$ cat src/rtl/shift_add_mult_seq.sv
// -----------------------------------------------------------------------------
// shift_add_mult_seq
//
// Sequential shift-and-add multiplier. One partial-product add/shift per clock.
// Operands are unsigned or two's-complement, selected per operation. The core
// always multiplies magnitudes. The sign is applied once, when the result is
// written to the product register.
//
// Ports:
//   clk          system clock, rising edge
//   rst_n        asynchronous active-low reset
//   start        request a multiply; accepted only when not busy (IDLE or DONE)
//   signed_mode  0 = unsigned operands, 1 = two's-complement operands
//   a            multiplicand (WIDTH bits), sampled with start
//   b            multiplier   (WIDTH bits), sampled with start
//   busy         high while iterating (CALC)
//   done         one-cycle pulse; product valid from this cycle on
//   product      2*WIDTH-bit result register; holds until the next DONE
// -----------------------------------------------------------------------------
module shift_add_mult_seq #(
    parameter int WIDTH = 8
) (
    input  logic                 clk,
    input  logic                 rst_n,
    input  logic                 start,
    input  logic                 signed_mode,
    input  logic [WIDTH-1:0]     a,
    input  logic [WIDTH-1:0]     b,
    output logic                 busy,
    output logic                 done,
    output logic [2*WIDTH-1:0]   product
);

    localparam int PW    = 2 * WIDTH;
    localparam int SW    = PW + 1;
    localparam int CNT_W = $clog2(WIDTH + 1);

    typedef enum logic [1:0] {
        IDLE = 2'd0,
        CALC = 2'd1,
        DONE = 2'd2
    } state_t;

    state_t             state, state_next;
    logic [WIDTH-1:0]   mag_a, mag_a_next;
    logic               sgn, sgn_next;
    logic [SW-1:0]      acc, acc_next, acc_add;
    logic [CNT_W-1:0]   cnt, cnt_next;
    logic [PW-1:0]      product_next;

    // Magnitude of an operand. In signed mode the most negative value
    // -2^(WIDTH-1) maps to 2^(WIDTH-1), which still fits as an unsigned number.
    function automatic logic [WIDTH-1:0] magnitude(input logic [WIDTH-1:0] x,
                                                   input logic             sm);
        if (sm && x[WIDTH-1])
            return -x;
        else
            return x;
    endfunction

    // Re-apply the result sign as a two's complement over the full product width.
    function automatic logic [PW-1:0] apply_sign(input logic [PW-1:0] p,
                                                 input logic          neg);
        if (neg)
            return -p;
        else
            return p;
    endfunction

    always_comb begin
        state_next   = state;
        mag_a_next   = mag_a;
        sgn_next     = sgn;
        acc_next     = acc;
        cnt_next     = cnt;
        product_next = product;
        acc_add      = acc;

        case (state)
            IDLE, DONE: begin
                // DONE accepts a new start exactly like IDLE (back-to-back).
                if (start) begin
                    state_next = CALC;
                    mag_a_next = magnitude(a, signed_mode);
                    sgn_next   = signed_mode & (a[WIDTH-1] ^ b[WIDTH-1]);
                    acc_next   = {{(WIDTH + 1){1'b0}}, magnitude(b, signed_mode)};
                    cnt_next   = '0;
                end else begin
                    state_next = IDLE;
                end
            end
            CALC: begin
                // The add happens at full SW width so its carry lands in the
                // extra MSB and survives the following shift.
                if (acc[0])
                    acc_add = acc + {1'b0, mag_a, {WIDTH{1'b0}}};
                acc_next = acc_add >> 1;
                cnt_next = cnt + CNT_W'(1);
                if (cnt == CNT_W'(WIDTH - 1)) begin
                    state_next   = DONE;
                    product_next = apply_sign(acc_next[PW-1:0], sgn);
                end
            end
            default: begin
                state_next = IDLE;
            end
        endcase
    end

    always_ff @(posedge clk or negedge rst_n) begin
        if (!rst_n) begin
            state   <= IDLE;
            mag_a   <= '0;
            sgn     <= 1'b0;
            acc     <= '0;
            cnt     <= '0;
            product <= '0;
        end else begin
            state   <= state_next;
            mag_a   <= mag_a_next;
            sgn     <= sgn_next;
            acc     <= acc_next;
            cnt     <= cnt_next;
            product <= product_next;
        end
    end

    // Decoded directly from the state register, so there is no path from
    // any input to these outputs.
    assign busy = (state == CALC);
    assign done = (state == DONE);

endmodule

$ cat config.mk
export PLATFORM = sky130hd
export DESIGN_NAME = shift_add_mult_seq
export DESIGN_NICKNAME = d
export VERILOG_FILES = /design/src/rtl/shift_add_mult_seq.sv
export SDC_FILE = /design/constraint.sdc
export NUM_CORES = 1
export LEC_CHECK = 0
export ABC_AREA = 1
export CAP_MARGIN = 20
export CORE_UTILIZATION = 35
export DETAILED_ROUTE_END_ITERATION = 8
export PLACE_DENSITY_LB_ADDON = 0.25
export SLEW_MARGIN = 20
export SYNTH_ARGS = -nofsm -noshare
export SYNTH_HDL_FRONTEND = slang
export SYNTH_SLANG_ARGS = --single-unit
$ cat constraint.sdc
create_clock -name clk -period 2 [get_ports clk]
set_input_delay 0.4 -clock clk [delete_from_list [all_inputs] [get_ports clk]]
set_output_delay 0.4 -clock clk [all_outputs]
set_load 0.05 [all_outputs]
# ---- After elaboration in Yosys (flattened, before gate mapping)
# Cells that the tools add are included.
dict set report word_totals {
  reg_bits 48
  input_bits 20
  out_inout_bits 18
  word_cells 38
}
dict set report op_classes {
  add_sub_neg 5
  eq_ne 5
  muxes 12
  bitwise_logic 2
  n_reduce_logical 8
}
# cell count
set op_table {}
lappend op_table {{two-way mux 17 bit} 3}
lappend op_table {{one-hot mux 17 bit (2 select lines)} 1}
lappend op_table {{adder 17 x 16 -> 17 bit} 1}
lappend op_table {{two-way mux 16 bit} 1}
lappend op_table {{two-way mux 8 bit} 2}
lappend op_table {{negation 16 bit} 1}
lappend op_table {{negation 8 bit} 2}
lappend op_table {{one-hot mux 4 bit (2 select lines)} 1}
lappend op_table {{AND reduction 2 bit} 3}
lappend op_table {{adder 4 x 1 -> 4 bit (second input constant)} 1}
lappend op_table {{equality test 4 x 3 -> 1 bit (second input constant)} 1}
lappend op_table {{two-way mux 4 bit} 1}
lappend op_table {{one-hot mux 2 bit (2 select lines)} 1}
lappend op_table {{equality test 2 x 1 -> 1 bit (second input constant)} 1}
lappend op_table {{equality test 2 bit (second input constant)} 1}
lappend op_table {{logical AND 1 bit} 2}
lappend op_table {{zero test 2 bit} 1}
lappend op_table {{two-way mux 2 bit} 1}
lappend op_table {{inequality test 2 x 1 -> 1 bit (second input constant)} 1}
lappend op_table {{inequality test 2 bit (second input constant)} 1}
lappend op_table {{nonzero test 2 bit} 1}
lappend op_table {{OR reduction 2 bit} 1}
lappend op_table {{AND 1 bit} 1}
lappend op_table {{two-way mux 1 bit} 1}
lappend op_table {{bitwise XOR 1 bit} 1}

# ---- Depth between registers and ports, before layout
dict set report logic_depth {
  word_depth 5
  depth_mapped 15
}

# ---- Least setup slack after synthesis
# Ideal clock, no wire load.
dict set report synth_path {
  kind {register to register}
  from {register acc[8]}
  to {register product[15]}
  t_arrival_ns 1.975
  path_slack_ns -0.093
  path_stages_with_launch 14
  n_path_buf 0
  period_less_slack_ns 2.093
  cell_sequence {dfrtp_1 > ha_1 > fa_1 > or2_1 > nand3_1 > nand2_1 > nor2_4 > nand2_2 > nor2_2 > nand2_1 > nand2_1 > nand3_1 > nand3_1 > nand2_1}
}
dict set report synth_between {
  elab_chain_len 5
}
# element line_no
set synth_rtl {}
lappend synth_rtl {{start, declared} 47} ;# logic [SW-1:0] acc, acc_next, acc_add;
lappend synth_rtl {{start signal, assigned} 122} ;# acc <= acc_next;
lappend synth_rtl {{adder 17 x 16 -> 17 bit} 96} ;# acc_add = acc + {1'b0, mag_a, {WIDTH{1'b0}}};
lappend synth_rtl {{two-way mux 17 bit *} 95} ;# if (acc[0])
lappend synth_rtl {{two-way mux 17 bit *} 79} ;# case (state)
lappend synth_rtl {{negation 16 bit} 65} ;# return -p;
lappend synth_rtl {{two-way mux 16 bit *} 64} ;# if (neg)
lappend synth_rtl {{end signal, assigned} 124} ;# product <= product_next;
lappend synth_rtl {{end, declared} 31} ;# output logic [2*WIDTH-1:0] product
# Every way passes the cells marked *; elsewhere a longest branch is shown, timed or not. The select of a mux whose other input is x is not followed.
# A chain may end at the register's enable or synchronous reset.

# ---- Final worst setup path
dict set report layout_path {
  from {register mag_a[0]}
  to {register product[15]}
}
dict set report layout_between {
  elab_chain_len 5
}
# element line_no
set layout_rtl {}
lappend layout_rtl {{start, declared} 45} ;# logic [WIDTH-1:0] mag_a, mag_a_next;
lappend layout_rtl {{start signal, assigned} 120} ;# mag_a <= mag_a_next;
lappend layout_rtl {{adder 17 x 16 -> 17 bit *} 96}
lappend layout_rtl {{two-way mux 17 bit *} 95}
lappend layout_rtl {{two-way mux 17 bit *} 79}
lappend layout_rtl {{negation 16 bit} 65}
lappend layout_rtl {{two-way mux 16 bit *} 64}
# Marks and branches as above.

==> impl_metrics.toml <==
[floorplan]
initial_utilization_pct = 36.3
dieArea_sq_um = 8890
io_pins = 38
die_x_um = 94.3
die_y_um = 94.3
core_sq_um = 8220
rows = 33

[worst_hold_path]
min_path_type = "primary input to async pin"

[power_and_ir_drop]
switchingPower_w = 0.00335
p_clk_share_pct = 8.8
power_density_nw_per_um2 = 1790
p_leak_nw = 1.79
switching_share_pct = 50.7
ir_drop_v = 0.000725
combPwrFrac_pct = 64.6
internal_power_w = 0.00326
fin_total_pwr_w = 0.00661
seqPwrFrac_pct = 26.6

[critical_path]
path_max_fanout = 3
cp_top_family = "simple AND/OR/NAND/NOR gates"
worst-path-buf-inv = 0
worstPathArrival_ps = 2260
critPathMostFrequentCell = "nand2_2"
critPathSlowestCell = "dfrtp_1"
slowest_delay_ps = 390
start_kind = "flop"
worstPathCellList = "ha_2, fa_2, or2_1, nand3_2, nand2_2, nor2_4, nand2_2, nor2_2, nand2_1, nand2_2, nand3_2, nand3_1, nand2_1"
cp.required_ps = 2190
critPathKind = "flop to flop"
cp-end-kind = "flop"

[logic_synthesis]
ys.warnings.count = 0
syn_nets = 428
syn_area_per_cell_sq_um = 7.55
ys_seq_elements = 47
yosysSeqAreaShare_pct = 39.5
syn_inst = 395
synth.distinct_cells = 34
synth.cell_area_sq_um = 2980

[sta]
finalSetupViolations = 5
fin_crit_ps = 2070
rsz0062_at_grt = "true"
slew_viol_final = 0
setup_ws_ps = -70.5
relSlewSlack_pct = 60.7
max_clock_freq_mhz = 483
final_hold_viol_count = 0
period_share_pct = 104
fin_skew_ps = 4.20
worst_pin_slew_ps = 590

[place]
place_ws_ps = -59.4
place_congestion = 0.821
dp_hpwl_mm = 5.40
place_area_sq_um = 3550
io_buffer_count = 37

[clocking]
cts.sinks = 47
root_buffer = "clkbuf_8"
numCtsBuffers = 5
clock_latency_ps = 290
h-tree-depth = 2
clk_path_buf_depth = 2
clk_pin_slew_ps = 90
tritoncts = "yes"
postCtsHoldBufs = 0

[detailed_routing]
drt_iter0_markers = 157
ant_nets = 0
avgRoutedWirePerCell_um = 12.4
wl_mm = 6.86
num_vias = 2682
viasPerCell = 4.86
drcViolationCount = 0
dr.pass1.iters = 4

[outcome]
violations = "setup timing"
outcome = "finished, violations left"

[cells_and_area]
multi_input_area_sq_um = 1620
layout.nets = 479
area_growth_pct = 23.7
register_area_sq_um = 1180
final_core_util_pct = 44.9
fill_cells = 845
diodes = 0
fin_area_sq_um = 3690
drive_gt1_share_pct = 14.5

[global_route]
grt_pass1_vias = 2752
grt_max_degree = 28
antenna_found_initial = 0
gr-total-overflow = 0
grt_usage_pct = 17.6
grt_pass1_wl_mm = 12.3

[job]
drv_cap = 0
## cell families after synthesis
kind of cell | share of synthesized area, %
compound gates | 11.3
xor+xnor | 5.88
fa+ha+maj | 5.71
buf+inv | 7.64
flops | 39.5
simple gates | 30.1
## cell type report
| class | instances | area share (%) |
|---|---|---|
| Inverter | 49 | 4.99 |
| Multi-Input combinational cell | 290 | 44.0 |
| Tap cell | 105 | 3.56 |
| Timing Repair Buffer | 53 | 13.1 |
| Clock buffer | 6 | 1.97 |
| Clock inverter | 2 | 0.441 |
| Sequential cell | 47 | 31.9 |
## metrics by stage
step	setup TNS (ps)	std cells	hold WS, ps
3_5_place_dp	-117	542	449
2_1_floorplan	0	395	104
6_report	-235	552	98.4
5_1_grt	-1050	552	146
3_3_place_gp	-6.22	542	447
4_1_cts	-189	551	120
## flip-flops by register name, summed over array words and instances (netlist names)
signal and count:
state 2, sgn 1, product 16, mag_a 8, cnt 4, acc 16
## Yosys cell counts
cell / count / area, sq um
fa_1: 1 / 20.0
buf_6: 1 / 11.3
nor2_2: 2 / 12.5
nand3_2: 1 / 10.0
a22o_1: 2 / 17.5
nor3_2: 1 / 10.0
nand3_1: 34 / 170
clkinv_1: 1 / 3.75
o221ai_1: 8 / 70.1
nand2_2: 5 / 31.3
a21oi_1: 11 / 55.1
inv_2: 7 / 26.3
buf_2: 2 / 10.0
nor3_1: 4 / 20.0
xnor2_1: 5 / 43.8
nand2_1: 115 / 432
ha_1: 12 / 150
dfrtp_1: 47 / 1180
nand2_4: 2 / 22.5
o21ai_0: 15 / 75.1
nor3b_1: 1 / 7.51
o21a_1: 1 / 7.51
or2_1: 1 / 6.26
a31oi_1: 1 / 6.26
nor2_4: 5 / 56.3
o31ai_1: 3 / 22.5
clkbuf_1: 6 / 22.5
o21ai_1: 10 / 50.1
xor2_1: 15 / 131
o22ai_1: 5 / 31.3
inv_1: 41 / 154
nand4_1: 1 / 6.26
or2_2: 1 / 6.26
nor2_1: 28 / 105
## final timing paths
check,slack (ps),cells past startpoint,to,startpoint
worst max-delay path,-70,13,product[15],mag_a[0]
worst min-delay path,100,1,mag_a[5],rst_n
worst max register to register,-70,13,product[15],mag_a[0]
worst min register to register,480,1,cnt[3],cnt[3]
max in group asynchronous,1260,2,acc[15],rst_n
min in group clk,480,1,cnt[3],cnt[3]
## layout by cell type (no fill, tap or decap), types with 8 or more instances in the layout
master and n:
nand2_2 13, inv_2 8, o221ai_1 8, nor2_1 28
a21oi_1 11, buf_4 17, inv_1 41, clkdlybuf4s50_1 34
nand2_1 107, dfrtp_1 47, o21ai_1 10, ha_1 11
o21ai_0 15, xor2_1 15, nand3_1 30
## per-layer routing
layer | GRT usage, % | wire, um | up-vias | part of all wire (%)
li1 | - | - | 1377 | -
met1 | 21.7 | 3110 | 1252 | 45
met2 | 30.2 | 3390 | 39 | 49
met3 | 2.43 | 162 | 14 | 2.4
met4 | 8.08 | 191 | 0 | 2.8
met5 | 0 | 0 | - | 0
## repair_timing
item,CTS,global route
gates resized for setup,1,10
setup buffers,1,3
endpoints found under the setup margin,4,10
pin swaps,1,3
## power groups by stage
| stage | clock [W] | combinational (W) | sequential [W] |
|---|---|---|---|
| after floorplan | 0 | 0.00257 | 0.00221 |
| after global placement | 0 | 0.00415 | 0.00177 |
| after detailed placement | 0 | 0.00421 | 0.00178 |
| after CTS | 0.000600 | 0.00426 | 0.00177 |
| after global routing | 0.000636 | 0.00485 | 0.00182 |
| final | 0.000580 | 0.00427 | 0.00176 |
No activity file was read; power rests on OpenSTA's default activity.
